### src/rtl/shift_seq_pkg.sv
// ============================================================================
// Module  : shift_seq_pkg
// Brief   : Shared widths, FSM states, directions and datapath op codes.
// Revision: 1.0 - initial release
// ============================================================================
`default_nettype none

package shift_seq_pkg;

  localparam int WIDTH_DEF = 16;
  localparam int AMT_W_DEF = 4;

  typedef enum logic [1:0] {
    IDLE  = 2'd0,
    SHIFT = 2'd1,
    DONE  = 2'd2
  } state_t;

  localparam logic DIR_RIGHT = 1'b0;
  localparam logic DIR_LEFT  = 1'b1;

  localparam logic [1:0] OP_HOLD = 2'd0;
  localparam logic [1:0] OP_LOAD = 2'd1;
  localparam logic [1:0] OP_ROR  = 2'd2;
  localparam logic [1:0] OP_ROL  = 2'd3;

endpackage

`default_nettype wire

### src/rtl/shift_core.sv
// ============================================================================
// Module  : shift_core
// Brief   : Working register with load / rotate-right / rotate-left / hold.
// Revision: 1.0 - initial release
// ============================================================================
`default_nettype none

module shift_core
  import shift_seq_pkg::*;
#(
  parameter int WIDTH = WIDTH_DEF
) (
  input  logic             clk_i,
  input  logic             rst_ni,
  input  logic [1:0]       op_i,
  input  logic [WIDTH-1:0] data_i,
  output logic [WIDTH-1:0] data_o
);

  logic [WIDTH-1:0] data_q;
  logic [WIDTH-1:0] data_d;

  always_comb begin
    data_d = data_q;
    case (op_i)
      OP_LOAD: data_d = data_i;
      OP_ROR:  data_d = {data_q[0], data_q[WIDTH-1:1]};
      OP_ROL:  data_d = {data_q[WIDTH-2:0], data_q[WIDTH-1]};
      default: data_d = data_q;
    endcase
  end

  always_ff @(posedge clk_i or negedge rst_ni) begin
    if (!rst_ni) begin
      data_q <= '0;
    end else begin
      data_q <= data_d;
    end
  end

  assign data_o = data_q;

endmodule

`default_nettype wire

### src/rtl/shift_sequencer.sv
// ============================================================================
// Module  : shift_sequencer
// Brief   : Multi-cycle 1-bit-per-cycle rotator with valid/ready handshakes.
//           Option macro: SHIFT_SEQUENCER_SHORTEST_EN (shortest-path rotate).
// Revision: 1.0 - initial release
// ============================================================================
`default_nettype none

module shift_sequencer
  import shift_seq_pkg::*;
#(
  parameter int WIDTH = WIDTH_DEF,
  parameter int AMT_W = AMT_W_DEF
) (
  input  logic             clk,
  input  logic             reset_n,
  input  logic             cmd_valid,
  output logic             cmd_ready,
  input  logic             cmd_dir,
  input  logic [AMT_W-1:0] cmd_amt,
  input  logic [WIDTH-1:0] cmd_data,
  output logic             res_valid,
  input  logic             res_ready,
  output logic [WIDTH-1:0] res_data,
  output logic             msb_out,
  output logic             lsb_out,
  output logic             busy
);

  state_t           state_q;
  logic [AMT_W-1:0] cnt_q;
  logic             dir_q;
  logic             cmd_ready_q;
  logic             busy_q;
  logic             res_valid_q;

  logic [AMT_W-1:0] cnt_d;
  logic             dir_d;
  logic             accept;
  logic             res_take;
  logic [1:0]       core_op;

  assign accept   = cmd_valid & cmd_ready_q;
  assign res_take = res_valid_q & res_ready;

`ifdef SHIFT_SEQUENCER_SHORTEST_EN
  // Rotating by N one way equals rotating by WIDTH-N the other way.
  always_comb begin
    cnt_d = cmd_amt;
    dir_d = cmd_dir;
    if (cmd_amt > AMT_W'(WIDTH / 2)) begin
      cnt_d = AMT_W'(WIDTH - int'(cmd_amt));
      dir_d = ~cmd_dir;
    end
  end
`else
  assign cnt_d = cmd_amt;
  assign dir_d = cmd_dir;
`endif

  always_comb begin
    core_op = OP_HOLD;
    case (state_q)
      IDLE:    if (accept) core_op = OP_LOAD;
      SHIFT:   core_op = (dir_q == DIR_LEFT) ? OP_ROL : OP_ROR;
      default: core_op = OP_HOLD;
    endcase
  end

  always_ff @(posedge clk or negedge reset_n) begin
    if (!reset_n) begin
      state_q     <= IDLE;
      cnt_q       <= '0;
      dir_q       <= DIR_RIGHT;
      cmd_ready_q <= 1'b1;
      busy_q      <= 1'b0;
      res_valid_q <= 1'b0;
    end else begin
      case (state_q)
        IDLE: begin
          if (accept) begin
            cnt_q       <= cnt_d;
            dir_q       <= dir_d;
            cmd_ready_q <= 1'b0;
            busy_q      <= 1'b1;
            if (cnt_d != '0) begin
              state_q <= SHIFT;
            end else begin
              state_q     <= DONE;
              res_valid_q <= 1'b1;
            end
          end
        end
        SHIFT: begin
          cnt_q <= cnt_q - AMT_W'(1);
          if (cnt_q == AMT_W'(1)) begin
            state_q     <= DONE;
            res_valid_q <= 1'b1;
          end
        end
        DONE: begin
          if (res_take) begin
            state_q     <= IDLE;
            cmd_ready_q <= 1'b1;
            busy_q      <= 1'b0;
            res_valid_q <= 1'b0;
          end
        end
        default: begin
          state_q     <= IDLE;
          cmd_ready_q <= 1'b1;
          busy_q      <= 1'b0;
          res_valid_q <= 1'b0;
        end
      endcase
    end
  end

  shift_core #(
    .WIDTH (WIDTH)
  ) u_core (
    .clk_i  (clk),
    .rst_ni (reset_n),
    .op_i   (core_op),
    .data_i (cmd_data),
    .data_o (res_data)
  );

  assign cmd_ready = cmd_ready_q;
  assign busy      = busy_q;
  assign res_valid = res_valid_q;
  assign msb_out   = res_data[WIDTH-1];
  assign lsb_out   = res_data[0];

endmodule

`default_nettype wire
### config.mk
export PLATFORM = sky130hd
export DESIGN_NAME = shift_sequencer
export DESIGN_NICKNAME = d
export VERILOG_FILES = /design/src/rtl/shift_seq_pkg.sv /design/src/rtl/shift_core.sv /design/src/rtl/shift_sequencer.sv
export SDC_FILE = /design/constraint.sdc
export NUM_CORES = 1
export LEC_CHECK = 0
export BUFFER_PORTS_ARGS = -buffer_cell sky130_fd_sc_hd__buf_2
export CORE_MARGIN = 2
export CORE_UTILIZATION = 50
export DETAILED_ROUTE_END_ITERATION = 7
export HOLD_SLACK_MARGIN = 0.08
export PLACE_DENSITY = 0.78
export SETUP_SLACK_MARGIN = 0.4
export SLEW_MARGIN = 20
export SYNTH_ARGS = -nofsm -noshare
export SYNTH_HDL_FRONTEND = slang
export SYNTH_SLANG_ARGS = --single-unit
export TNS_END_PERCENT = 50
### constraint.sdc
create_clock -name clk -period 3.24 [get_ports clk]
set_input_delay 0.648 -clock clk [delete_from_list [all_inputs] [get_ports clk]]
set_output_delay 0.648 -clock clk [all_outputs]
set_load 0.005 [all_outputs]
==> metrics.txt <==
Seq pwr share=a little over 40%; final setup fails=0; via count=1,368; Synth top cells by count=nand2_1 (37), dfrtp_1 (25), a211oi_1 (19), a31oi_1 (16), nor2b_1 (16); Ys Warns=0; top cells by area, synth=dfrtp_1 (42%), a211oi_1 (9.5%), nand2_1 (9.3%); Syn Area/Cell=9.08 sq um; diodes inserted=0; post-CTS sizing=0; DPL Wire Length=2.42 mm; syn_nets=192; CTS Sinks=26; num ports=46; setup TNS=0 ps; gpl congestion=0.763; num rows=19; Sequential Area=approximately 650 sq um; crit path DAT=2180 ps; register bit count reported by yosys=26; fillers=262; Initial DRC Count=63; Switching Share=a little over two fifths; MaxCap Viol Count=0; first-pass GRT wire length=5.55 mm; Critical Path Sink Type=register; EDFF count, synth=0; pin count of the biggest net entering global routing=34; initial antenna violation count=0; WL/cell=14.7 um; area delta synth->final=16.0%; routed wire length=3.43 mm; Slew @ Worst Pin=919 ps; synth unique cells=36; core area=between 2000 and 3000 sq um; Syn Inst Count=165; Initial DRT Pass Iterations=7; Pwr Density=roughly 1000 nW/um^2; IO Port Bufs=45; Post-CTS Setup Bufs=0; Clock Power Share=a little under a tenth; Longest Clk Path Bufs=2; Vias/cell=between 5 and 6; Req. time, crit path=3480 ps; H-tree depth=1; Post-layout nets=231; Tmin final=roughly 2000 ps; Mapped Area=1500 sq um; skew final=2.00 ps; vias in the first global route=1,297; failing checks=design-rule violations; TritonCTS Buffers=3; Placed Cells=230; Max-slew headroom=38.7%; DRC=6; share of cells above drive strength 1=27.6%; Synth top area share=a little over two fifths; crit path max fanout=21; internal power=1.01 mW; Die Y=58.8 um; Slew Viols, Final=0; dominant synthesized flop cell=dfrtp_1; grt ovf=0; Die Footprint=3450 sq um; Hold Fails Final Rpt=0; CTS tree=done; Logic pwr share=between 40% and 50%; cell type with the largest total area after synthesis=dfrtp_1; WS Path Type=register to register; Final Cycle Share=60.0%; fin cells=around 230; Max VDD drop=460 uV; Clock Pin Slew Worst Setup and Hold Paths=140 ps; NetSw=0.756 mW; RSZ-0062 raised after global routing=no; outcome=complete, but fails checks; LEAKAGE=0.800 nW; Worst setup SP type=register; fmax=0.514 GHz; Die Width=58.8 um; hold_buf cts=0; total global-route track usage=20.3%; worst hold path type=input port to asynchronous set/reset pin; root buffer cell=clkbuf_4; Async SR Flop Fraction=100%; Antenna Nets Post-Route=0; clk_lat worst skew=320 ps; Multi-input gate area=746 sq um; Initial Utilization=53.4%; register area share after synthesis=43.5%; count leader, synth=nand2_1
[power groups by stage]
stage               logic [mW]  clock network [mW]  registers [mW]
finish                   0.879               0.165           0.718
global route             0.989               0.176           0.751
CTS                      0.882               0.167           0.716
detailed placement       0.877                   0           0.723
global placement         0.833                   0           0.709
floorplan                0.687                   0           0.653
[metrics by stage]
| stage | power (mW) | setup WS (ps) | util, % | hold slack (ps) | cell area [sq um] |
|---|---|---|---|---|---|
| final | 1.76 | 1300 | 62.0 | 303 | 1740 |
| after global routing | 1.92 | 1140 | 62.0 | 335 | 1740 |
| after CTS | 1.76 | 1320 | 62.0 | 323 | 1740 |
| after detailed placement | 1.60 | 1200 | 60.7 | 483 | 1700 |
| after global placement | 1.54 | 1260 | 60.7 | 472 | 1700 |
| after floorplan | 1.34 | 1780 | - | 352 | 1500 |
[layout make-up]
class                      count  area share [%]
clock buffer                   4            2.09
multi-input combinational    120            42.9
timing repair buffer          48            14.2
sequential                    26            37.5
tap                           31            2.23
inverter                       5            1.08
[metal layers]
metal | global-route usage (%) | share of wire (%)
met1 | 27.2 | 44
met2 | 34.6 | 49
met3 | 2.64 | 5.7
met4 | 5.52 | 0.50
met5 | 0 | 0
[worst max-delay path: stages (launching register included)]
cell and delay (ps):
dfrtp_1 540, nand2b_1 680, buf_4 330, a211oi_1 70, a31oi_1 230
[sequential cells by signal, indices dropped and copies added (netlist names)]
register and count:
busy 1, u_core.data_o 16, dir_q 1, state_q 2
cnt_q 4, res_valid 1, cmd_ready 1
[cells in the final DEF (no fill, tap or decap), types with 2 or more instances in the layout]
cell type  count
a211oi_1      19
a31oi_1       16
buf_2         45
buf_4          3
clkbuf_4       3
dfrtp_1       25
ha_1           2
inv_1          5
mux2i_1        3
nand2_1       37
nand3_1        2
nor2b_1       16
nor3_1         3
nor3b_1        2
[cells by family (layout without fill, tap and decap cells)]
| family | count (synthesis) | count (layout) | synth area share, % |
|---|---|---|---|
| AOI/OAI and AO/OA | 46 | 46 | 22.1 |
| adders and majority gates | 2 | 2 | 1.67 |
| muxes | 4 | 4 | 2.75 |
| buffers and inverters | 19 | 57 | 6.76 |
| DFF | 26 | 26 | 43.5 |
| and+or+nand+nor | 68 | 68 | 23.2 |
[path summary, 6_finish.rpt]
check | start | end | slack (ps) | cells past startpoint
max reg2reg | state_q[1] | u_core.data_o[9] | 1300 | 4
min in group clk | busy | busy | 520 | 1
min reg2reg | busy | busy | 520 | 1
max | state_q[1] | u_core.data_o[9] | 1300 | 4
max in group asynchronous | reset_n | cmd_ready | 2560 | 1
min | reset_n | u_core.data_o[13] | 300 | 1
(Power assumes the default switching activity.)
